## src/rtl/regfile_sb.sv

```systemverilog
// regfile_sb: parametrised integer register file with per-register
// pending-write (busy) scoreboard for the pipelined RISC-V core.
// Optional build macro: REGFILE_BYPASS_EN (same-cycle write-to-read bypass).
// Register 0 reads as zero and is never busy. Addresses >= NREG read as
// zero/not-busy and are ignored by writes and issues.
module regfile_sb #(
   parameter int XLEN = 32,
   parameter int NREG = 32,
   parameter int AW   = $clog2(NREG),
   parameter int CW   = $clog2(NREG + 1)
) (
   input  logic            clk,
   input  logic            reset,
   input  logic [AW-1:0]   rs1_addr,
   input  logic [AW-1:0]   rs2_addr,
   output logic [XLEN-1:0] rs1_data,
   output logic [XLEN-1:0] rs2_data,
   output logic            rs1_busy,
   output logic            rs2_busy,
   input  logic            wr_en,
   input  logic [AW-1:0]   wr_addr,
   input  logic [XLEN-1:0] wr_data,
   input  logic            iss_en,
   input  logic [AW-1:0]   iss_addr,
   input  logic            flush,
   output logic [CW-1:0]   pend_count
);

   logic [XLEN-1:0] regs [NREG];
   logic [NREG-1:0] busy;
   logic [NREG-1:0] busy_next;
   logic            wr_ok;
   logic            iss_ok;

   // Non-zero and inside the implemented register range.
   function automatic logic addr_ok(input logic [AW-1:0] a);
      return (a != '0) && (32'(a) < NREG);
   endfunction

   assign wr_ok  = wr_en && addr_ok(wr_addr);
   assign iss_ok = iss_en && addr_ok(iss_addr);

   // Next busy vector: write clears, issue sets (issue wins), flush clears all.
   always_comb begin
      busy_next = busy;
      if (flush) begin
         busy_next = '0;
      end else begin
         if (wr_ok) busy_next[wr_addr] = 1'b0;
         if (iss_ok) busy_next[iss_addr] = 1'b1;
      end
   end

   // State update: data array and busy vector; reset overrides every strobe.
   always_ff @(posedge clk) begin
      if (reset) begin
         for (int i = 0; i < NREG; i++) regs[i] <= '0;
         busy <= '0;
      end else begin
         if (wr_ok) regs[wr_addr] <= wr_data;
         busy <= busy_next;
      end
   end

   // Combinational read ports with optional bypass from the write port.
   always_comb begin
      rs1_data = '0;
      rs1_busy = 1'b0;
      rs2_data = '0;
      rs2_busy = 1'b0;
      if (addr_ok(rs1_addr)) begin
         rs1_data = regs[rs1_addr];
         rs1_busy = busy[rs1_addr];
      end
      if (addr_ok(rs2_addr)) begin
         rs2_data = regs[rs2_addr];
         rs2_busy = busy[rs2_addr];
      end
`ifdef REGFILE_BYPASS_EN
      if (wr_ok && (wr_addr == rs1_addr)) begin
         rs1_data = wr_data;
         rs1_busy = 1'b0;
      end
      if (wr_ok && (wr_addr == rs2_addr)) begin
         rs2_data = wr_data;
         rs2_busy = 1'b0;
      end
`else
      // Read ports return stored contents only.
`endif
   end

   // Population count of the busy vector.
   always_comb begin
      pend_count = '0;
      for (int i = 0; i < NREG; i++) pend_count = pend_count + CW'(busy[i]);
   end

endmodule

```

## config.mk

```make
export PLATFORM = sky130hd
export DESIGN_NAME = regfile_sb
export DESIGN_NICKNAME = d
export VERILOG_FILES = /design/src/rtl/regfile_sb.sv
export SDC_FILE = /design/constraint.sdc
export NUM_CORES = 2
export LEC_CHECK = 0
export CAP_MARGIN = 40
export CORE_MARGIN = 2
export CORE_UTILIZATION = 60
export DETAILED_ROUTE_END_ITERATION = 10
export PLACE_DENSITY_LB_ADDON = 0.1
export SYNTH_ARGS = -nofsm -noshare
export SYNTH_HDL_FRONTEND = slang
export SYNTH_SLANG_ARGS = --single-unit
```

## constraint.sdc

```tcl
create_clock -name clk -period 6.6 [get_ports clk]
set_input_delay 1.32 -clock clk [delete_from_list [all_inputs] [get_ports clk]]
set_output_delay 1.32 -clock clk [all_outputs]
set_load 0.02 [all_outputs]
```

Yosys cells after proc, flatten, opt, wreduce, memory -nomap -nowiden
Memory sizes are Yosys's and may differ from the RTL's. Index checks and enable logic that the tools add are counted.

Flip-flop bits (word level): 32. Bits in writable memories: 1024. Input port bits: 57. Output and inout port bits: 72. Word-level logic and storage cells: 75. Memories: 1.

Add/sub/neg operators: 31. $lt $le $gt $ge: 6. Mux-type cells: 23. Bitwise operators: 3. Reductions and logical operators: 10.

Memory list: regs (words 32, bits a word 32, rd ports 2, clocked after Yosys merged registers in 0, wr ports 32, line 29) `logic [XLEN-1:0] regs [NREG];`.

Operator list (number): 32-bit two-way mux (6); 6-bit by 1-bit adder with 6-bit output (26); 32-bit AND (1); 32-bit inverter (1); 32-bit OR (1); 32-bit OR reduction (1); 5-bit by 6-bit less-than comparator with 1-bit output (second input constant) (4); 5-bit nonzero test (4); 1-bit two-way mux (12); 1-bit binary-select mux with 5-bit select (2); 1-bit demux with 5-bit select (2); 5-bit by 1-bit >= comparator with 1-bit output (second input constant) (2); 5-bit by 1-bit adder with 6-bit output (1); 4-bit by 1-bit adder with 5-bit output (1); 5-bit two-way mux (1); 3-bit by 1-bit adder with 4-bit output (1); 1-bit logical AND (4); 2-bit by 1-bit adder with 3-bit output (1); 1-bit by 1-bit adder with 2-bit output (1); 2-bit OR reduction (1).

Logic depth before layout (Yosys ltp)
Depth after elaboration: 31. Gate-level depth with buffers: 16. Depth with buffers taken out: 16.

Least setup slack after synthesis
No wires, ideal clock.

Kind: flip-flop to output port. Start point: reg busy[23]. End point: out pend_count[4]. Data arrival time: 4.634 ns. Data required time: 5.280 ns. Slack: 0.646 ns. Cell stages (with the launch flop): 16. Path buffers: 0. Path through: dfxtp_1 -> inv_1 -> fa_1 -> fa_1 -> inv_1 -> fa_1 -> inv_1 -> fa_1 -> fa_1 -> fa_1 -> inv_1 -> ha_1 -> fa_1 -> a21o_1 -> a21oi_1 -> xnor2_1.

Cells in the longest elaborated chain, start to end: 9.

Ends and longest elaborated chain: start, declared (line 30) `logic [NREG-1:0] busy;`; start signal, assigned (line 61) `busy <= busy_next;`; 6-bit by 1-bit adder with 6-bit output (9 in series) (line 96) `for (int i = 0; i < NREG; i++) pend_count = pend_count + CW'(busy[i]);`; end, declared (line 26) `output logic [CW-1:0] pend_count`.

No other way between the ends.

Worst setup path after layout
Start point: reg busy[17]. End point: out pend_count[4].

Cells in the longest elaborated chain, start to end: 15.

Ends and longest elaborated chain (line): 6-bit by 1-bit adder with 6-bit output (15 in series) (96).

No other way between the ends.

==> tab_implementation.tex <==
\begin{tabular}{lr}
\hline
Metric & Value \\
\hline
\multicolumn{2}{l}{\textbf{Outcome}} \\
Status & finished clean \\
\multicolumn{2}{l}{\textbf{Clock network}} \\
Clk Tree Root Cell & clkbuf\_16 \\
H-tree depth reported by CTS & 3 \\
Clock buffers created by TritonCTS & 111 \\
Longest Clk Path Bufs & 3 \\
Clock tree sinks & 1056 \\
Number of buffers inserted by post-CTS setup repair & 0 \\
Cts-stage hold buffer count & 0 \\
Worst-Skew Late Latency & 0.70 ns \\
TritonCTS clock tree & done \\
Clk pin slew, worst setup/hold paths & about 0.07 ns \\
\multicolumn{2}{l}{\textbf{Floorplan}} \\
Core Rows & 113 \\
Total Die Area & approximately 98000 µm² \\
DIE WIDTH & 313 µm \\
Height of the chip & roughly 310 µm \\
Core footprint & 94700 µm² \\
Initial core utilization & around three fifths \\
Ports placed on the boundary & around 130 \\
\multicolumn{2}{l}{\textbf{STA}} \\
Max Clock Freq & 152 MHz \\
Fraction of the cycle the final worst path needs & $\sim$100\% \\
Worst-margin pin slew & 1.07 ns \\
Setup slack of the critical path after layout & 0.00703 ns \\
Final Max Slew Viols & 0 \\
Total negative setup slack & 0 ns \\
Tightest hold margin & $\sim$0.52 ns \\
Fin Clk Skew & 0 ns \\
RSZ-0062 raised after global routing & yes \\
Final critical delay including setup and external delays & 6.59 ns \\
Worst slew slack as a fraction of its limit & 26.6\% \\
Count of final setup violators & 0 \\
Total count of hold-check failures in the final report & 0 \\
\multicolumn{2}{l}{\textbf{Yosys}} \\
Most common flop cell mapped by yosys & edfxtp\_1 \\
Seq cells post-synth & 1056 \\
Number of distinct library cells after synthesis & 56 \\
Fraction of the yosys area taken by sequential cells & 54.9\% \\
Number of enable flip-flop cells after synthesis & 1024 \\
Share of the synthesized area in the top cell type & 53.7\% \\
Top area cells in the synthesized netlist & edfxtp\_1 (54\%), mux4\_2 (16\%), and2\_1 (11\%) \\
Syn Std Cell Area & 57200 µm² \\
Mean cell area of the mapped netlist & 14.4 µm² \\
Syn Inst Count & 3970 \\
Yosys warns & 0 \\
Biggest area consumer among synthesized cells & edfxtp\_1 \\
Fraction of registers with async set/reset & 0\% \\
\multicolumn{2}{l}{\textbf{Detailed routing}} \\
Detail Route met2 WL & 89400 µm \\
Uppermost routed layer & met5 \\
Overall via count from detail\_route & 38900 \\
Initial drt markers & 6171 \\
Routed length on met1 & 68600 µm \\
Via-per-instance ratio & 7.16 \\
Met3 wire length & 25900 µm \\
WL/cell & 35.5 µm \\
Post-DRT Antenna Nets & 0 \\
Detailed-route DRC error count & 0 \\
Detailed-routing iteration count for the pre-antenna-repair pass & 8 \\
Overall routed net length & $\sim$190000 µm \\
\multicolumn{2}{l}{\textbf{Hold path}} \\
HP Class & register to register \\
Hold Path Stages & 2 \\
\multicolumn{2}{l}{\textbf{Global route}} \\
Via count of the first global-routing pass & 39300 \\
Tot GR Track Use & roughly 40\% \\
Largest net degree at the start of global routing & 74 \\
Antenna violations before repair & 13 \\
Global-route wire length before repair & around 270000 µm \\
Remaining global-route overflow & 0 \\
\multicolumn{2}{l}{\textbf{Place}} \\
Post-DP HPWL & 123000 µm \\
Post-placement cell area & 61100 µm² \\
Weighted congestion at the end of routability-driven global placement & between 0.9 and 1 \\
Setup Slack @ Placement & 0.0642 ns \\
Port-buffer cells & 128 \\
\multicolumn{2}{l}{\textbf{Power}} \\
Worst supply voltage drop on vdd & 0.000222 V \\
Power per unit of standard cell area & 251 nW/µm² \\
Cell leakage power & 0.0229 µW \\
\multicolumn{2}{l}{\textbf{Flow run}} \\
Max cap viols & 0 \\
\multicolumn{2}{l}{\textbf{Worst setup path}} \\
Kind of capture point of the worst setup path & output port \\
Cells along the critical path & fa\_1 > inv\_1 > fa\_1 > inv\_2 > fa\_1 > inv\_2 > fa\_1 > fa\_1 > fa\_1 > inv\_1 > ha\_2 > fa\_2 > a21o\_1 > a21oi\_2 > xnor2\_1 > buf\_4 \\
Most used cell, CP & fa\_1 \\
Critical Path AT & 5.27 ns \\
Worst-case reg-to-reg path depth & 3 \\
Family with the most delay on the worst path & adder cells \\
Critical Path Max Stage Delay & roughly 0.54 ns \\
Cell with the biggest individual delay on the critical path & fa\_1 \\
Critical path depth & 16 \\
Startpoint Class & register \\
CP required & 5.28 ns \\
Startpoint-to-endpoint class of the critical path & register to output port \\
Maximum fanout count along the critical path & 2 \\
Critical path buffer and inverter count & 5 \\
\multicolumn{2}{l}{\textbf{Final layout}} \\
Layout net count & 4161 \\
Fill cell instance count of the final layout & around 6500 \\
Multi-input logic area & 24100 µm² \\
Area of all sequential standard cells & 31400 µm² \\
Signed area change from the synthesized netlist to the final layout & 12.9\% \\
Fraction of final layout cells sized beyond drive strength 1 & between 20\% and 30\% \\
Area of all placed cells without fillers & 64600 µm² \\
\hline
\end{tabular}
[placed cells by master, fill, tap and decap left out, types with 42 or more instances in the layout]
cell type / synthesis / layout
clkdlybuf4s50_1: 0 / 111
mux2i_1: 291 / 291
a21oi_1: 44 / 42
o22ai_1: 66 / 66
a22oi_1: 112 / 112
a22o_1: 50 / 50
buf_4: 20 / 181
edfxtp_1: 1024 / 1024
mux4_2: 405 / 405
and2_1: 1004 / 1003
clkbuf_16: 0 / 113
nor2b_1: 46 / 42
nor3_1: 43 / 43
[where the power goes]
group / switching, µW / internal [µW]
Sequential: 210 / 7730
Combinational: 1280 / 931
Clock: 2640 / 3400
Total: 4130 / 12100
[cells in the mapped netlist, drive strengths merged (4+ instances only)]
cell     instances
nor3            43
nand2           37
a22o            50
nor4            19
nor2            74
mux4           405
a31oi           10
edfxtp        1024
nor2b           46
mux2            32
or3b             4
o32ai            8
fa              24
a221oi           8
o22ai           66
and3b            5
a2111oi         52
clkbuf         291
a22oi          112
ha               7
nor3b            4
nand2b          31
and2          1004
buf            128
mux2i          291
o21ai            8
dfxtp           32
a21oi           44
a211oi          28
inv             40
o211a            4
a21o             6
nand3b           5
[through the flow]
stage / std cells / utilization, % / total power [µW]
after floorplan: 4001 / - / 9240
after global placement: 5175 / 63.7 / 10100
after detailed placement: 5221 / 64.5 / 10200
after CTS: 5427 / 68.2 / 16100
after global routing: 5436 / 68.2 / 16500
final: 5436 / 68.2 / 16200
[per-layer routing]
metal,global-route usage [%],vias up
met3,10.5,598
met1,53.4,20000
met2,61.2,3003
li1,-,15400
met5,0,-
met4,16.7,4
[final timing paths]
kind	startpoint	endpoint	slack, ns
worst min register to register	busy[0]$_SDFF_PP0_	busy[0]$_SDFF_PP0_	0.52
worst max register to register	busy[19]$_SDFF_PP0_	busy[19]$_SDFF_PP0_	5.75
worst max-delay path	busy[17]$_SDFF_PP0_	pend_count[4]	0.007
worst min-delay path	busy[0]$_SDFF_PP0_	busy[0]$_SDFF_PP0_	0.52
[logic make-up after synthesis]
family | count (synthesis) | share of synthesized area [%]
muxes | 728 | 21.7
buffers and inverters | 460 | 3.61
and+or+nand+nor | 1288 | 13.6
adders and majority gates | 31 | 0.993
DFF | 1056 | 54.9
AOI/OAI and AO/OA | 403 | 5.21
other | 1 | 0.00655
xor gates and xnor gates | 3 | 0.0459
[area by class of cell]
type	count	share of cell area (%)
clock inverters	61	0.736
inverters	41	0.238
diodes	5	0.0194
well taps	1265	2.45
multi-input cells	2485	37.4
repair buffers	378	6.03
flip-flops and latches	1056	48.6
clock buffers	145	4.56
[state kept, by name (all words and copies together), names as in the netlist]
| register | cells |
|---|---|
| regs | 1024 |
| busy | 32 |
[worst reg2reg max path, stage by stage (launching register included)]
cell and delay (ns):
dfxtp_1 0.33, buf_4 0.15, a22oi_1 0.18, nor2_1 0.06
[repair_timing]
item	4_1_cts	5_1_grt
resized for setup	24	8
pin swaps	9	5
hold endpoints to repair	0	0
endpoints found under the setup margin	5	5
No activity file was read; power rests on OpenSTA's default activity.
